<file path="config.mk">
export PLATFORM = sky130hd
export DESIGN_NAME = apb_master
export DESIGN_NICKNAME = d
export VERILOG_FILES = /design/src/rtl/apb_master.sv
export SDC_FILE = /design/constraint.sdc
export NUM_CORES = 1
export LEC_CHECK = 0
export BUFFER_PORTS_ARGS = -buffer_cell sky130_fd_sc_hd__buf_2
export CORE_ASPECT_RATIO = 1.25
export CORE_MARGIN = 3
export CORE_UTILIZATION = 41
export CTS_CLUSTER_DIAMETER = 100
export DETAILED_ROUTE_END_ITERATION = 12
export GPL_ROUTABILITY_DRIVEN = 1
export HOLD_SLACK_MARGIN = 0.12
export PLACE_DENSITY = 0.75
export SYNTH_ARGS = -nofsm -noshare
export SYNTH_HDL_FRONTEND = slang
export SYNTH_SLANG_ARGS = --single-unit
</file>
<file path="constraint.sdc">
create_clock -name clk -period 2.8 [get_ports clk]
set_clock_uncertainty 0.1 [all_clocks]
set_input_delay 0.56 -clock clk [delete_from_list [all_inputs] [get_ports clk]]
set_output_delay 0.56 -clock clk [all_outputs]
set_load 0.01 [all_outputs]
</file>
<file path="src/rtl/apb_master.sv">
// APB3 requester: turns valid/ready read/write commands into SETUP/ACCESS
// transfers and returns one registered response per transfer, with a wait-state timeout.
module apb_master #(
  parameter int ADDR_W  = 12,
  parameter int DATA_W  = 32,
  parameter int TIMEOUT = 16
) (
  input  logic              clk,
  input  logic              rst,
  input  logic              cmd_valid,
  output logic              cmd_ready,
  input  logic              cmd_write,
  input  logic [ADDR_W-1:0] cmd_addr,
  input  logic [DATA_W-1:0] cmd_wdata,
  output logic              rsp_valid,
  output logic [DATA_W-1:0] rsp_rdata,
  output logic              rsp_err,
  output logic              rsp_timeout,
  output logic              psel,
  output logic              penable,
  output logic              pwrite,
  output logic [ADDR_W-1:0] paddr,
  output logic [DATA_W-1:0] pwdata,
  input  logic [DATA_W-1:0] prdata,
  input  logic              pready,
  input  logic              pslverr
);

  // A zero TIMEOUT would give a zero-width counter, so keep at least one bit.
  localparam int CNT_W = (TIMEOUT > 0) ? $clog2(TIMEOUT + 1) : 1;
  localparam logic [CNT_W-1:0] CNT_LAST = CNT_W'((TIMEOUT > 0) ? TIMEOUT - 1 : 0);

  typedef enum logic [1:0] {
    IDLE,
    SETUP,
    ACCESS
  } state_t;

  state_t            state_q, state_d;
  logic [CNT_W-1:0]  cnt_q, cnt_d;
  logic              pwrite_q, pwrite_d;
  logic [ADDR_W-1:0] paddr_q, paddr_d;
  logic [DATA_W-1:0] pwdata_q, pwdata_d;
  logic              rsp_valid_q, rsp_valid_d;
  logic [DATA_W-1:0] rsp_rdata_q, rsp_rdata_d;
  logic              rsp_err_q, rsp_err_d;
  logic              rsp_timeout_q, rsp_timeout_d;
  logic              timeout_hit;
  logic              accept;

  always_comb begin
    state_d       = state_q;
    cnt_d         = cnt_q;
    pwrite_d      = pwrite_q;
    paddr_d       = paddr_q;
    pwdata_d      = pwdata_q;
    rsp_valid_d   = 1'b0;
    rsp_rdata_d   = rsp_rdata_q;
    rsp_err_d     = rsp_err_q;
    rsp_timeout_d = rsp_timeout_q;
    cmd_ready     = 1'b0;
    timeout_hit   = (TIMEOUT != 0) && !pready && (cnt_q == CNT_LAST);

    case (state_q)
      IDLE: begin
        cmd_ready = 1'b1;
      end
      SETUP: begin
        state_d = ACCESS;
      end
      ACCESS: begin
        if (pready) begin
          cmd_ready     = 1'b1;
          state_d       = IDLE;
          rsp_valid_d   = 1'b1;
          rsp_rdata_d   = pwrite_q ? '0 : prdata;
          rsp_err_d     = pslverr;
          rsp_timeout_d = 1'b0;
        end else if (timeout_hit) begin
          cmd_ready     = 1'b1;
          state_d       = IDLE;
          rsp_valid_d   = 1'b1;
          rsp_rdata_d   = '0;
          rsp_err_d     = 1'b1;
          rsp_timeout_d = 1'b1;
        end else begin
          cnt_d = cnt_q + CNT_W'(1);
        end
      end
      default: state_d = IDLE;
    endcase

    // A command taken at the end of ACCESS skips IDLE so psel stays high.
    accept = cmd_valid && cmd_ready;
    if (accept) begin
      state_d  = SETUP;
      cnt_d    = '0;
      pwrite_d = cmd_write;
      paddr_d  = cmd_addr;
      pwdata_d = cmd_wdata;
    end
  end

  always_ff @(posedge clk or posedge rst) begin
    if (rst) begin
      state_q       <= IDLE;
      cnt_q         <= '0;
      pwrite_q      <= 1'b0;
      paddr_q       <= '0;
      pwdata_q      <= '0;
      rsp_valid_q   <= 1'b0;
      rsp_rdata_q   <= '0;
      rsp_err_q     <= 1'b0;
      rsp_timeout_q <= 1'b0;
    end else begin
      state_q       <= state_d;
      cnt_q         <= cnt_d;
      pwrite_q      <= pwrite_d;
      paddr_q       <= paddr_d;
      pwdata_q      <= pwdata_d;
      rsp_valid_q   <= rsp_valid_d;
      rsp_rdata_q   <= rsp_rdata_d;
      rsp_err_q     <= rsp_err_d;
      rsp_timeout_q <= rsp_timeout_d;
    end
  end

  assign psel        = (state_q != IDLE);
  assign penable     = (state_q == ACCESS);
  assign pwrite      = pwrite_q;
  assign paddr       = paddr_q;
  assign pwdata      = pwdata_q;
  assign rsp_valid   = rsp_valid_q;
  assign rsp_rdata   = rsp_rdata_q;
  assign rsp_err     = rsp_err_q;
  assign rsp_timeout = rsp_timeout_q;

endmodule

</file>
# [After elaboration in Yosys (flattened, before gate mapping)]
# Cells that the tools add are included.
# Widths: inputs -> output; s select.
[totals] input_bits=82 out_inout_bits=83 register_bits=87 wordCells=45
[classes] eq_ne=7 reduce_logical=10 n_addsub=1 mux=18
[ops] op="$mux 32" n=3
[ops] op="$mux 5" n=4
[ops] op="$mux 1" n=6
[ops] op="$mux 2" n=3
[ops] op="$pmux 2 s3" n=1
[ops] op="$reduce_bool 2->1" n=3
[ops] op="$add 5x1->5 const B" n=1
[ops] op="$eq 5x4->1 const B" n=1
[ops] op="$ne 2x1->1 const B" n=2
[ops] op="$ne 4x1->1 const B" n=1
[ops] op="$reduce_and 2->1" n=2
[ops] op="$reduce_and 3->1" n=1
[ops] op="$eq 2x1->1 const B" n=1
[ops] op="$eq 2x2->1 const B" n=1
[ops] op="$logic_and 1x1->1" n=2
[ops] op="$logic_not 2->1" n=1
[ops] op="$ne 2x2->1 const B" n=1
[ops] op="$pmux 1 s2" n=1
[ops] op="$logic_not 1->1" n=1

# [Longest topological paths before layout]
[logic_depth] word_depth=8 ltp_mapped=7 depth_no_buf=6

# [Worst setup path after synthesis]
# No wires, ideal clock.
[synth_path] path_kind="reg-to-output" start="register cnt_q[0]" end="output cmd_ready" t_arrival_ns=1.611 required_time_ns=2.140 stages_incl_launch_ff=7 slack_ns=0.529 n_path_buf=1 cell_sequence="dfrtp_1 > ha_1 > and3_1 > ha_1 > nor2_1 > clkbuf_1 > a21oi_1"
[synth_between] elab_chain_cells=5
[synth_lines] item="start: declaration" line="40" rtl="logic [CNT_W-1:0] cnt_q, cnt_d;"
[synth_lines] item="start signal: assignment" line="117" rtl="cnt_q <= cnt_d;"
[synth_lines] item="$eq 5x4->1" line="62" rtl="timeout_hit = (TIMEOUT != 0) && !pready && (cnt_q == CNT_LAST);"
[synth_lines] item="$logic_and 1x1->1" line="62"
[synth_lines] item="$mux 1" line="79" rtl="end else if (timeout_hit) begin"
[synth_lines] item="$mux 1" line="72" rtl="if (pready) begin"
[synth_lines] item="$pmux 1 s2" line="64" rtl="case (state_q)"
[synth_lines] item="end: declaration" line="11" rtl="output logic cmd_ready,"
# Every way passes these cells.

# [Final worst setup path]
# Same ends and word-level chain as after synthesis.

==> impl_metrics.ini <==
[status]
status = complete, no violations

[cts]
clk_latency_ns = 0.34
cts_resized = 0
cts_hold_buf = 0
postCtsSetupRepairBufs = 0
path_clk_slew_ns = 0.08
cts_tree = done
cts_buffers = 9
clockBufferDepth = 2
root_buffer = clkbuf_8
ctsHtreeMaxLevel = 3
cts_sinks = 87

[sta]
hold_viol = 0
finalCriticalPeriod_ns = 2.51
setup_viol = 0
tns_ns = 0
drv_slew = 0
grt_setup_unrepaired = false
tightest_slew_ns = 0.572
finalCritPeriodShare_pct = 89.6
relSlewSlack_pct = 61.9
timing.fmax_mhz = 399

[logic_synthesis]
synth_seq_cells = 87
yosysSeqAreaShare_pct = 63.8
synth_warnings = 0
syn_nets = 369
async_reset_ff_share_pct = 100
synth_ff_type = dfrtp_1
synth_compound_area_share_pct = 11.6
yosys.area_share.simple_pct = 6.12
synth_edf_count = 0
netlist_area_um2 = 3410
synth_top_family_by_area = multiplexers
synthAdderAreaFrac_pct = 0.733
netlist_instances = 285
synth.distinct_cells = 20
syn_area_per_cell_um2 = 12.0
synth_mux_area_share_pct = 14.8
synthXorXnorAreaFrac_pct = 0

[place]
place_congestion = 0.732
hpwlAfterDp_mm = 5.84
io_buffers = 164

[floorplanning]
fp-row-count = 36
die_height_um = 108
initial_utilization_pct = 43.1
dieArea_um2 = 9470
io_pins = 165
coreArea_um2 = 7930
die_x_um = 87.6

[cells_and_area]
drive_gt1_share_pct = 53.0
area_growth_pct = 34.3
diodes = 0
final_common_cell = buf_2
finalNetCount = 534
mostFrequentLayoutCells = 164 x buf_2, 87 x dfrtp_1, 66 x o21ai_0

[flow_run]
maxCapViolations = 0

[drt]
wire_per_inst_um = 14.2
drtIter0Drc = 100
num_vias = 2725
routed_wl_mm = 7.80
route.detailed.drc = 0
ant_nets = 0
vias_per_cell = 4.95
drt_pass1_iterations = 4

[setup_path]
cp_slowest_cell = dfrtp_1
cp-end-kind = primary output
cp.required_ns = 2.14
cpMostUsedCell = ha_1
max_stage_delay_ns = 0.41
path_class = reg2out
worstReg2RegStart = cnt_q[0]$_DFFE_PP0P_
cp_max_fo = 4
critPathArrivalTime_ns = 1.85
start_kind = flip-flop
startpoint = cnt_q[0]$_DFFE_PP0P_
path_cells = ha_1 -> and3_1 -> ha_1 -> nor2_2 -> a21oi_1 -> buf_2

[grt]
grt_max_degree = 46
grt_usage_pct = 16.7
grt_pass1_vias = 2646
grt_pass1_wl_mm = 12.4
globalRouteOverflowTotal = 0
antenna_found_initial = 0

[pwr]
power_frac_comb_pct = 27.9
p_int_w = 0.00250
clkPwrFrac_pct = 24.6
swShare_pct = 30.8
peakVddDrop_v = 0.000393
p_total_w = 0.00361
seqPwrFrac_pct = 47.5
power_density_nw_per_um2 = 788
p_leak_nw = 2.30
switching_power_w = 0.00111

[min_path]
holdCritPathClass = in2async
## critical path: cells and delay by family, from the launching register on
| family | cells | cell delay, ns |
|---|---|---|
| buffers and inverters | 1 | 0.15 |
| and+or+nand+nor | 2 | 0.40 |
| AOI/OAI and AO/OA | 1 | 0.10 |
| DFF | 1 | 0.41 |
| adders and majority gates | 2 | 0.44 |
## layer usage
layer / global-route usage [%] / part of all wire, % / vias up
met5: 0 / 0 / -
met4: 7.57 / 1.2 / 0
met3: 4.12 / 9.1 / 7
met2: 27.2 / 48 / 130
met1: 20.9 / 41 / 1282
li1: - / - / 1306
## path summary, 6_finish.rpt
| kind | to | slack (ns) | cells past startpoint |
|---|---|---|---|
| max | cmd_ready | 0.29 | 6 |
| min | rsp_rdata[24]$_DFFE_PP0P_ | 0.13 | 2 |
| max reg2reg | cnt_q[3]$_DFFE_PP0P_ | 0.39 | 6 |
| min reg2reg | pwdata[1]$_DFFE_PP0P_ | 0.40 | 1 |
| max in group asynchronous | rsp_rdata[31]$_DFFE_PP0P_ | 1.83 | 3 |
| min in group clk | rsp_err$_DFFE_PP0P_ | 0.33 | 2 |
## per-stage QoR
stage / setup WS [ns] / instance area [µm²] / cells / hold slack (ns) / util (%)
6_report: 0.292 / 4590 / 550 / 0.131 / 57.9
5_1_grt: 0.154 / 4590 / 550 / 0.150 / 57.9
4_1_cts: 0.260 / 4590 / 550 / 0.129 / 57.9
3_5_place_dp: 0.387 / 4380 / 534 / 0.390 / 55.2
3_3_place_gp: 0.440 / 4380 / 534 / 0.384 / 55.2
2_1_floorplan: 0.529 / 3420 / 285 / 0.395 / -
## flip-flops by register name, indices dropped and copies added, names as in the netlist
name and flops:
cnt_q 5, paddr 12, pwdata 32, pwrite 1
rsp_err 1, rsp_rdata 32, rsp_timeout 1, rsp_valid 1
state_q 2
## synth_stat cells (all sizes together), types with 2 or more instances
master	n	area [µm²]
o21ai	70	350
ha	2	25.0
a21oi	6	30.0
buf	6	30.0
mux2	45	507
nand3	2	10.0
nand2	36	135
nand2b	2	12.5
clkbuf	13	48.8
or2	2	12.5
inv	6	22.5
or3	2	12.5
dfrtp	87	2180
## cells by family (layout without fill, tap and decap cells)
| kind of cell | after synthesis | after routing |
|---|---|---|
| compound gates | 78 | 78 |
| fa+ha+maj | 2 | 2 |
| buf+inv | 25 | 195 |
| flops | 87 | 87 |
| mux | 45 | 45 |
| simple gates | 48 | 48 |
## area by class of cell
type                       count  area [µm²]
timing repair buffer         173         901
fill                         699        3340
clock buffer                  11         151
inverter                       6        26.3
clock inverter                 5        56.3
multi-input combinational    173        1160
tap                           95         119
sequential                    87        2180
## power groups by stage
stage | logic (W) | clock network (W) | registers, W
2_1_floorplan | 0.000404 | 0 | 0.00188
3_3_place_gp | 0.00100 | 0 | 0.00173
3_5_place_dp | 0.00103 | 0 | 0.00174
4_1_cts | 0.00103 | 0.000910 | 0.00172
5_1_grt | 0.00113 | 0.000966 | 0.00176
6_report | 0.00101 | 0.000889 | 0.00172
Note: power is estimated with default switching activity, not from simulation.
